<file path="config.mk">
export PLATFORM = sky130hd
export DESIGN_NAME = mdu_iterative
export DESIGN_NICKNAME = d
export VERILOG_FILES = /design/src/rtl/mdu_iterative_pkg.sv /design/src/rtl/mdu_iterative_step.sv /design/src/rtl/mdu_iterative.sv
export SDC_FILE = /design/constraint.sdc
export NUM_CORES = 1
export LEC_CHECK = 0
export CAP_MARGIN = 20
export CORE_ASPECT_RATIO = 2
export CORE_MARGIN = 2
export CORE_UTILIZATION = 60
export DETAILED_ROUTE_END_ITERATION = 8
export HOLD_SLACK_MARGIN = 0.12
export PLACE_DENSITY = 0.83
export SLEW_MARGIN = 15
export SYNTH_ARGS = -nofsm -noshare
export SYNTH_HDL_FRONTEND = slang
export SYNTH_HIERARCHICAL = 1
export SYNTH_SLANG_ARGS = --single-unit
</file>
<file path="constraint.sdc">
create_clock -name clk -period 5.2 [get_ports clk]
set_input_delay 1.3 -clock clk [delete_from_list [all_inputs] [get_ports clk]]
set_output_delay 1.3 -clock clk [all_outputs]
set_load 0.005 [all_outputs]
</file>
<file path="src/rtl/mdu_iterative_pkg.sv">
// Shared definitions for the iterative multiply/divide unit: operation codes
// and sequencer state encodings.
package mdu_iterative_pkg;

    localparam logic [1:0] MDU_OP_MULT  = 2'b00;
    localparam logic [1:0] MDU_OP_MULTU = 2'b01;
    localparam logic [1:0] MDU_OP_DIV   = 2'b10;
    localparam logic [1:0] MDU_OP_DIVU  = 2'b11;

    typedef enum logic [1:0] {
        MDU_S_IDLE = 2'b00,
        MDU_S_CALC = 2'b01,
        MDU_S_FIX  = 2'b10
    } mdu_state_e;

endpackage

</file>
<file path="src/rtl/mdu_iterative_step.sv">
// One iteration of the MDU datapath: shift-add multiply step or restoring
// divide step on the combined {upper, lower} accumulator.
module mdu_iterative_step #(
    parameter int WIDTH = 32
) (
    input  logic               is_div,
    input  logic [2*WIDTH-1:0] acc,
    input  logic [WIDTH-1:0]   operand,
    output logic [2*WIDTH-1:0] acc_next
);

    logic [WIDTH:0] sum;
    logic [WIDTH:0] shifted;
    logic [WIDTH:0] diff;

    // Multiply keeps the carry of the add in the top bit before shifting right;
    // divide shifts the next dividend bit into the remainder and trial-subtracts.
    always_comb begin
        sum      = {1'b0, acc[2*WIDTH-1:WIDTH]} + {1'b0, (acc[0] ? operand : {WIDTH{1'b0}})};
        shifted  = {acc[2*WIDTH-1:WIDTH], acc[WIDTH-1]};
        diff     = shifted - {1'b0, operand};
        acc_next = {sum, acc[WIDTH-1:1]};
        if (is_div) begin
            if (diff[WIDTH]) begin
                acc_next = {shifted[WIDTH-1:0], acc[WIDTH-2:0], 1'b0};
            end else begin
                acc_next = {diff[WIDTH-1:0], acc[WIDTH-2:0], 1'b1};
            end
        end
    end

endmodule

</file>
<file path="src/rtl/mdu_iterative.sv">
// Multi-cycle MIPS multiply/divide unit owning HI/LO; one result bit per cycle
// on magnitudes, with signs restored in a final fix-up cycle.
module mdu_iterative
    import mdu_iterative_pkg::*;
#(
    parameter int WIDTH = 32,
    parameter int CNT_W = 6
) (
    input  logic             clk,
    input  logic             rst,
    input  logic             start,
    input  logic [1:0]       op,
    input  logic [WIDTH-1:0] x,
    input  logic [WIDTH-1:0] y,
    input  logic             hi_we,
    input  logic             lo_we,
    output logic             busy,
    output logic             done,
    output logic             div_zero,
    output logic [WIDTH-1:0] hi,
    output logic [WIDTH-1:0] lo
);

    mdu_state_e state, state_next;

    logic [2*WIDTH-1:0] acc;
    logic [2*WIDTH-1:0] acc_step;
    logic [WIDTH-1:0]   operand;
    logic [CNT_W-1:0]   cnt;
    logic               is_div;
    logic               neg_lo;
    logic               neg_hi;

    logic               op_div;
    logic               op_signed;
    logic               x_neg;
    logic               y_neg;
    logic [WIDTH-1:0]   x_mag;
    logic [WIDTH-1:0]   y_mag;
    logic               last_iter;
    logic [2*WIDTH-1:0] prod;
    logic [WIDTH-1:0]   quo;
    logic [WIDTH-1:0]   rem;
    logic               dz;

    mdu_iterative_step #(.WIDTH(WIDTH)) u_step (
        .is_div   (is_div),
        .acc      (acc),
        .operand  (operand),
        .acc_next (acc_step)
    );

    always_comb begin
        op_div    = (op == MDU_OP_DIV) || (op == MDU_OP_DIVU);
        op_signed = (op == MDU_OP_MULT) || (op == MDU_OP_DIV);
        x_neg     = op_signed & x[WIDTH-1];
        y_neg     = op_signed & y[WIDTH-1];
        x_mag     = x_neg ? (~x + 1'b1) : x;
        y_mag     = y_neg ? (~y + 1'b1) : y;
        last_iter = (cnt == CNT_W'(WIDTH - 1));
        prod      = neg_lo ? (~acc + 1'b1) : acc;
        quo       = neg_lo ? (~acc[WIDTH-1:0] + 1'b1) : acc[WIDTH-1:0];
        rem       = neg_hi ? (~acc[2*WIDTH-1:WIDTH] + 1'b1) : acc[2*WIDTH-1:WIDTH];
        dz        = is_div && (operand == '0);
    end

    always_ff @(posedge clk) begin
        if (rst) begin
            state <= MDU_S_IDLE;
        end else begin
            state <= state_next;
        end
    end

    always_comb begin
        state_next = state;
        case (state)
            MDU_S_IDLE: if (start) state_next = MDU_S_CALC;
            MDU_S_CALC: if (last_iter) state_next = MDU_S_FIX;
            MDU_S_FIX:  state_next = MDU_S_IDLE;
            default:    state_next = MDU_S_IDLE;
        endcase
    end

    // MTHI/MTLO land first so a result written on the same edge overrides them.
    always_ff @(posedge clk) begin
        if (rst) begin
            busy     <= 1'b0;
            done     <= 1'b0;
            div_zero <= 1'b0;
            hi       <= '0;
            lo       <= '0;
            acc      <= '0;
            operand  <= '0;
            cnt      <= '0;
            is_div   <= 1'b0;
            neg_lo   <= 1'b0;
            neg_hi   <= 1'b0;
        end else begin
            done <= 1'b0;
            if (!busy) begin
                if (hi_we) hi <= x;
                if (lo_we) lo <= x;
            end
            case (state)
                MDU_S_IDLE: begin
                    if (start) begin
                        busy     <= 1'b1;
                        cnt      <= '0;
                        is_div   <= op_div;
                        div_zero <= 1'b0;
                        neg_lo   <= x_neg ^ y_neg;
                        neg_hi   <= op_div ? x_neg : (x_neg ^ y_neg);
                        // Multiply walks the multiplier from the low half;
                        // divide shifts the dividend out of the low half.
                        acc      <= {{WIDTH{1'b0}}, (op_div ? x_mag : y_mag)};
                        operand  <= op_div ? y_mag : x_mag;
                    end
                end
                MDU_S_CALC: begin
                    acc <= acc_step;
                    cnt <= cnt + 1'b1;
                end
                MDU_S_FIX: begin
                    busy     <= 1'b0;
                    done     <= 1'b1;
                    div_zero <= dz;
                    if (is_div) begin
                        hi <= rem;
                        lo <= dz ? {WIDTH{1'b1}} : quo;
                    end else begin
                        hi <= prod[2*WIDTH-1:WIDTH];
                        lo <= prod[WIDTH-1:0];
                    end
                end
                default: busy <= 1'b0;
            endcase
        end
    end

endmodule

</file>
### Word-level counts from Yosys, hierarchy flattened

Cells that the tools add are included.

| operators by class | value |
|---|---|
| $add $sub $neg | 8 |
| multiply operators | 0 |
| div/mod/pow operators | 0 |
| magnitude comparators | 0 |
| eq/ne operators | 8 |
| shifts and indexed selects | 0 |
| muxes and demuxes | 32 |
| bitwise operators | 9 |
| reductions and logical operators | 17 |

Operator list:

| cell | number |
|---|---|
| $mux 32 | 16 |
| $mux 64 | 4 |
| $add 32x1->32 const B | 4 |
| $not 32->32 | 4 |
| $pmux 64 s2 | 1 |
| $add 64x1->64 const B | 1 |
| $not 64->64 | 1 |
| $add 32x32->33 | 1 |
| $sub 33x32->33 | 1 |
| $logic_not 32->1 | 1 |
| $reduce_and 2->1 | 7 |
| $pmux 6 s2 | 1 |
| $reduce_bool 2->1 | 4 |
| $add 6x1->6 const B | 1 |
| $eq 2x2->1 const B | 3 |
| $eq 6x5->1 const B | 1 |
| $mux 6 | 1 |
| $logic_not 2->1 | 2 |
| $mux 1 | 4 |
| $mux 2 | 2 |
| $ne 2x2->1 const B | 2 |
| $pmux 1 s2 | 2 |
| $pmux 2 s2 | 1 |
| $and 1x1->1 | 2 |
| 6 further kinds | 7 |

| word-level totals | value |
|---|---|
| register bits after elaboration | 174 |
| bits in latches | 0 |
| RAM bits | 0 |
| bits in read-only memories | 0 |
| bits of input ports | 71 |
| output and inout port bits | 67 |
| logic and storage cells | 86 |
| memories | 0 |

### Longest topological paths before layout

| depth | value |
|---|---|
| depth after elaboration | 7 |
| gate-level depth with buffers | 16 |
| depth with buffers taken out | 15 |

### Modules after synthesis

The synthesis kept the hierarchy.

By module, submodules not included:

| module | times used | cells an instance | area an instance (um^2) | seq. area each (um^2) |
|---|---|---|---|---|
| mdu_iterative | 1 | 1272 | 10472.5 | 3483.3 |
| mdu_iterative_step | 1 | 664 | 4580.6 | 0.0 |

### Worst setup path before layout

No wires, ideal clock.

| path | value |
|---|---|
| path kind | input-to-reg |
| start | input y[9] |
| end | register acc[29] |
| arrival | 3164 ps |
| slack | 1899 ps |
| stages on the path | 6 |
| cell sequence | nor4_1 > nand4_1 > or3_1 > o31ai_1 > xor2_1 > o221ai_1 |

| on the way | value |
|---|---|
| cells in the longest elaborated chain, start to end | 6 |

Ends and longest elaborated chain:

| item | line | source |
|---|---|---|
| start, declared | mdu_iterative.sv:14 | `input logic [WIDTH-1:0] y,` |
| $not 32->32 | mdu_iterative.sv:59 | `y_mag = y_neg ? (~y + 1'b1) : y;` |
| $add 32x1->32 | mdu_iterative.sv:59 |  |
| $mux 32 | mdu_iterative.sv:59 |  |
| $mux 32 | mdu_iterative.sv:116 | `acc <= {{WIDTH{1'b0}}, (op_div ? x_mag : y_mag)};` |
| $mux 64 | mdu_iterative.sv:107 | `if (start) begin` |
| $pmux 64 s2 | mdu_iterative.sv:105 | `case (state)` |
| end signal, assigned | mdu_iterative.sv:116 |  |
| end signal, assigned | mdu_iterative.sv:121 | `acc <= acc_step;` |
| end, declared | mdu_iterative.sv:26 | `logic [2*WIDTH-1:0] acc;` |

No other way between the ends. The select of a mux whose other input is x is not followed.
A chain may end at the register's enable or synchronous reset.

### Worst setup path after layout

| path | value |
|---|---|
| start | register acc[31] |
| end | register acc[43] |

| on the way | value |
|---|---|
| cells in the longest elaborated chain, start to end | 4 |

Ends and longest elaborated chain:

| item | line | source |
|---|---|---|
| $sub 33x32->33 | mdu_iterative_step.sv:21 | `diff = shifted - {1'b0, operand};` |
| $mux 64 | mdu_iterative_step.sv:24 | `if (diff[WIDTH]) begin` |
| $mux 64 | mdu_iterative_step.sv:23 | `if (is_div) begin` |
| net acc_step[43] | mdu_iterative.sv:27 | `logic [2*WIDTH-1:0] acc_step;` |
| $pmux 64 s2 | mdu_iterative.sv:105 |  |

The timed path passes the listed nets, and every way through them passes these cells.

==> impl_metrics.tcl <==
set metrics [dict create \
    worstMarginPinSlew_ps 1060 \
    dieArea_sq_um 26450 \
    clockRootBuffer "clkbuf_16" \
    drtIter0Drc 2053 \
    grt_pass1_vias 14791 \
    mostFrequentLayoutCell "nand2_1" \
    switching_power_uw 1686 \
    powerDensity_nw_per_um2 257.8 \
    grt_pass1_wl_um 84690 \
    start_util_pct 60.63 \
    wl_per_cell_um 23.44 \
    dr.pass1.iters 7 \
    insertion_delay_ps 460 \
    clkTransAtPathRegs_ps 70 \
    switching_share_pct 37.88 \
    grt.overflow.total 0 \
    criticalPathCategory "reg -> reg" \
    clock-skew-final_ps 12.78 \
    cts_tree "done" \
    ctsHoldBuffers 0 \
    clkPwrFrac_pct 30.5 \
    post-place-ws_ps 1156 \
    antenna_found_initial 0 \
    cp.arrival_ps 4430 \
    pin_count 138 \
    routed_via_density 6.781 \
    synth_flop_cell "dfxtp_1" \
    ys_warn_count 6 \
    crit_path_end_kind "register" \
    syn-num-nets 2078 \
    antennaDiodeCount 0 \
    fin_crit_sh_pct 77.40 \
    cts_setup_buffers 0 \
    core_sq_um 24830 \
    finalWeightedCongestion 1.045 \
    cellInternalPower_uw 2765 \
    drive_above_1_share_pct 7.139 \
    fmax_ghz 0.2484 \
    holdWs_ps 460.7 \
    grt_max_degree 75 \
    clock_sink_count 174 \
    synth-edff-count 0 \
    clockBufferDepth 2 \
    layout_common_cells "nand2_1 (197), dfxtp_1 (173), clkdlybuf4s50_1 (135)" \
    r2r_setup_slack_ps 1180 \
    ir_drop_uv 214.2 \
    slew_headroom_pct 29.34 \
    syn_avg_cell_area_sq_um 7.775 \
    async_reset_ff_share_pct 0 \
    startpoint_type "register" \
    ys_seq_area_share_pct 23.14 \
    synth_top_area_cell "dfxtp_1" \
    htreeDepth 4 \
    ctsResizeCount 0 \
    die_h_um 228 \
    final.setup.tns_ps 0 \
    finalHoldViolations 0 \
    portBuffers 137 \
    finalCriticalPeriod_ps 4025 \
    critPathMaxFanout 20 \
    maxCapViolCount 0 \
    die-width_um 116 \
    fin_util_pct 69.55 \
    setup_viol 0 \
    rsz0062_at_grt "no" \
    dr_total_vias 15956 \
    required_ps 5600 \
    outcome "finished, final reports clean" \
    fin_ws_ps 1175 \
    drc 0 \
    seqCellArea_sq_um 3487 \
    num_rows 82 \
    multi_input_area_sq_um 10860 \
    post-dp-hpwl_um 41640 \
    maxSlewViolCount 0 \
    netlist_area_sq_um 15050 \
    pwr-share-seq_pct 35.0 \
    syn_to_final_growth_pct 14.72 \
    synth_area_leaders "dfxtp_1 (23%), ha_1 (5.7%), xnor2_1 (5.7%), mux2i_1 (5.3%), nand2_1 (4.9%)" \
    synth_cells 1936 \
    synthDominantCellAreaShare_pct 23.14 \
    synth_cell_types 84 \
    drt-total-wl_um 55140 \
    fill_cells 2153 \
    leakagePower_uw 0.006728 \
    ys_seq_elements 174 \
    nets 2146 \
    antenna_left 0 \
    grt.total_usage_pct 41.47 \
    numCtsBuffers 17 \
    hold_path_class "reg -> reg" \
    p_comb_share_pct 34.5 \
]
layer usage:
metal	track usage [%]	share of wire [%]	vias to the layer above
met5	0	0	-
met4	30.43	9.0	0
met3	8.688	9.9	238
met2	61.18	44	1006
met1	52.51	38	7339
li1	-	-	7373
power by group through the flow:
stage,clock network [uW],registers [uW],logic (uW)
6_report,1360,1560,1540
5_1_grt,1410,1560,1650
4_1_cts,1350,1550,1490
3_5_place_dp,0,1580,1480
3_3_place_gp,0,1580,1470
2_1_floorplan,0,1520,1030
cell type report:
type	count	share of cell area, %
repair buffers	176	9.593
clock buffers	18	2.485
flip-flops and latches	174	20.19
well taps	336	2.434
clock inverters	14	0.9854
multi-input cells	1569	62.87
inverters	66	1.435
logic make-up (layout without fill, tap and decap cells):
group	count (synthesis)	after routing	synth area share [%]
muxes	115	115	7.946
AOI/OAI and AO/OA	588	588	27.16
adders and majority gates	71	71	6.001
DFF	174	174	23.14
buffers and inverters	193	274	5.062
xor gates and xnor gates	171	171	10.12
and+or+nand+nor	624	624	20.56
registers in the layout (all words and copies together), names as in the netlist, 2 cells and up:
| register | cells |
|---|---|
| cnt | 6 |
| acc | 64 |
| lo | 32 |
| state | 2 |
| hi | 32 |
| operand | 32 |
synthesized netlist by cell type (40+ instances only):
library cell / instances
a21oi_1: 124
inv_1: 66
dfxtp_1: 174
mux2i_1: 79
o21ai_0: 90
and2_1: 40
nand2_1: 197
xnor2_1: 98
xor2_1: 71
ha_1: 69
clkbuf_1: 107
a31oi_1: 46
nor2_1: 130
through the flow:
step                      cells  area [sq um]  total power [uW]
after detailed placement   2320         16660              3064
final                      2353         17270              4452
after floorplan            1936         15050              2551
after global placement     2319         16650              3046
after global routing       2353         17270              4625
after CTS                  2352         17260              4397
critical path: stages (launching register included):
cell      delay (ps)
dfxtp_1          450
inv_1            120
ha_1             260
fa_1             400
nand2b_1         200
a21oi_1          200
o21ai_1          180
o21ai_2          300
a31oi_4          150
a21oi_4          270
xor2_4           670
buf_4            330
o311ai_1         110
a31oi_1          170
a22o_1           140
worst paths after layout:
kind                          from                    end  cells past startpoint
max           acc[31]$_SDFFE_PP0P_   acc[43]$_SDFFE_PP0P_                     14
min reg2reg  div_zero$_SDFFE_PP0P_  div_zero$_SDFFE_PP0P_                      1
min          div_zero$_SDFFE_PP0P_  div_zero$_SDFFE_PP0P_                      1
max reg2reg   acc[31]$_SDFFE_PP0P_   acc[43]$_SDFFE_PP0P_                     14
No activity file was read; power rests on OpenSTA's default activity.
==> RTL edit (same flow settings) <==
Make the reset (`rst`) asynchronous in 2 clocked blocks.
--- a/src/rtl/mdu_iterative.sv
+++ b/src/rtl/mdu_iterative.sv
@@ -66,3 +66,3 @@
 
-    always_ff @(posedge clk) begin
+    always_ff @(posedge clk or posedge rst) begin
         if (rst) begin
@@ -85,3 +85,3 @@
     // MTHI/MTLO land first so a result written on the same edge overrides them.
-    always_ff @(posedge clk) begin
+    always_ff @(posedge clk or posedge rst) begin
         if (rst) begin
Formal check against the unedited RTL: differs if rst is asserted again (counterexample within 4 cycles, from zero or initial values and one cycle with rst high); with rst held inactive, the same outputs for 10 cycles.
==> RTL edit against the unedited design <==
Final cell count rose by 2.1%; setup slack got worse by 0.11 ns; synthesized area rose by 5.1%; wire length rose by 2.8%; sequential cell count did not move; final area rose by 4.1%; worst hold slack improved by 0.012 ns; critical path depth fell by 1; synthesized cell count rose by 2.3%.
Power is not compared: it rests on default switching activity, and its combinational part moved more than twofold at a synthesized area within 25%.
==> RTL edit: results (changes against the unedited design) <==
stage,metric,value,unit,change
global_routing,antenna_found_initial,1,,+1
placed_design,place_hpwl,42300,um,+1.6%
synthesis,synth_cell_types,89,,+6.0%
route,viasPerCell,6.76,,-0.25%
synthesis,syn_area_per_cell,7.99,um2,+2.8%
timing,tightest_slew,1.05,ns,-0.0125 ns
placed_design,place_inst,2371,,+2.2%
worst_setup_path,cp_data_arrival_time,4.47,ns,+0.04 ns
placed_design,place_area,0.0174,mm2,+4.3%
worst_setup_path,path_max_fanout,24,,+20%
route,dr_wl_met2,24800,um,+3.3%
layout,drive_above_1_share,7.82,%,+0.68 points
route,firstDrtPassIters,6,,-1
route,wire_per_inst,23.6,um,+0.63%
synthesis,synth_nets,2122,,+2.1%
timing,fin_skew,0.0115,ns,-0.00124 ns
layout,nets,2188,,+2.0%
global_routing,groute.layer.met3.usage,7.10,%,-1.6 points
route,top_layer_used,met5,,
outcome,outcome,completed,,
route,first_iter_violations,2158,,+5.1%
synthesis,async_reset_ff_share,100,%,+100 points
layout,fillers,2291,,+6.4%
synthesis,ys_top_cells_by_count,"272 x nand2_1, 174 x dfrtp_1, 138 x o21ai_0",,
global_routing,use_met1,50.2,%,-2.3 points
synthesis,netlist_top_cells_area,"dfrtp_1 28%, xnor2_1 6.5%, nand2_1 6.5%",,
placed_design,dpl_worst_slack,1.17,ns,+0.0141 ns
synthesis,synth_flop_cell,dfrtp_1,,
global_routing,gr-usage-all-layers,40.4,%,-1.0 points
worst_setup_path,rr_worst_depth,13,,-1
global_routing,grt_first_pass_wirelength,86400,um,+2.0%
==> RTL edit: final cells by class <==
type	count	area share, %
inverter	71	1.50
clock inverter	12	0.829
multi-input combinational	1609	59.3
clock buffer	20	2.49
timing repair buffer	173	9.20
sequential	174	24.3
tap	344	2.40
==> RTL edit: final timing paths <==
path / startpoint / endpoint / slack [ns]
worst min register to register: cnt[5]$_DFFE_PP0P_ / cnt[5]$_DFFE_PP0P_ / 0.47
worst min-delay path: cnt[5]$_DFFE_PP0P_ / cnt[5]$_DFFE_PP0P_ / 0.47
worst max register to register: acc[0]$_DFFE_PP0P_ / acc[61]$_DFFE_PP0P_ / 1.07
worst max-delay path: acc[0]$_DFFE_PP0P_ / acc[61]$_DFFE_PP0P_ / 1.07
min in group asynchronous: rst / cnt[1]$_DFFE_PP0P_ / 1.25
max in group asynchronous: rst / lo[7]$_DFFE_PP0P_ / 2.87
==> RTL edit: where the power goes <==
group          internal (mW)  total, mW  switching [mW]
Combinational           3.20       7.05            3.85
Clock                  0.736       1.35           0.610
Sequential              1.85       2.95            1.09
Total                   5.79       11.3            5.56
==> RTL edit: critical path, stage by stage (launching register included) <==
cell and delay (ns):
dfrtp_1 0.89, buf_4 0.33, and2_1 0.16, ha_1 0.23, fa_1 0.26, a21oi_1 0.13, o2111ai_1 0.41, nand3_1 0.23
a21oi_1 0.54, a31oi_1 0.22, nor2_1 0.15, xnor2_1 0.14, a22oi_1 0.10, a22o_1 0.22
==> RTL edit: logic make-up (layout without fill, tap and decap cells) <==
family	Yosys count	after routing	share of synthesized area, %
mux	81	81	5.52
fa+ha+maj	71	71	5.71
buf+inv	197	276	5.31
xor+xnor	171	171	9.63
simple gates	687	687	21.0
flops	174	174	27.5
compound gates	599	599	25.4
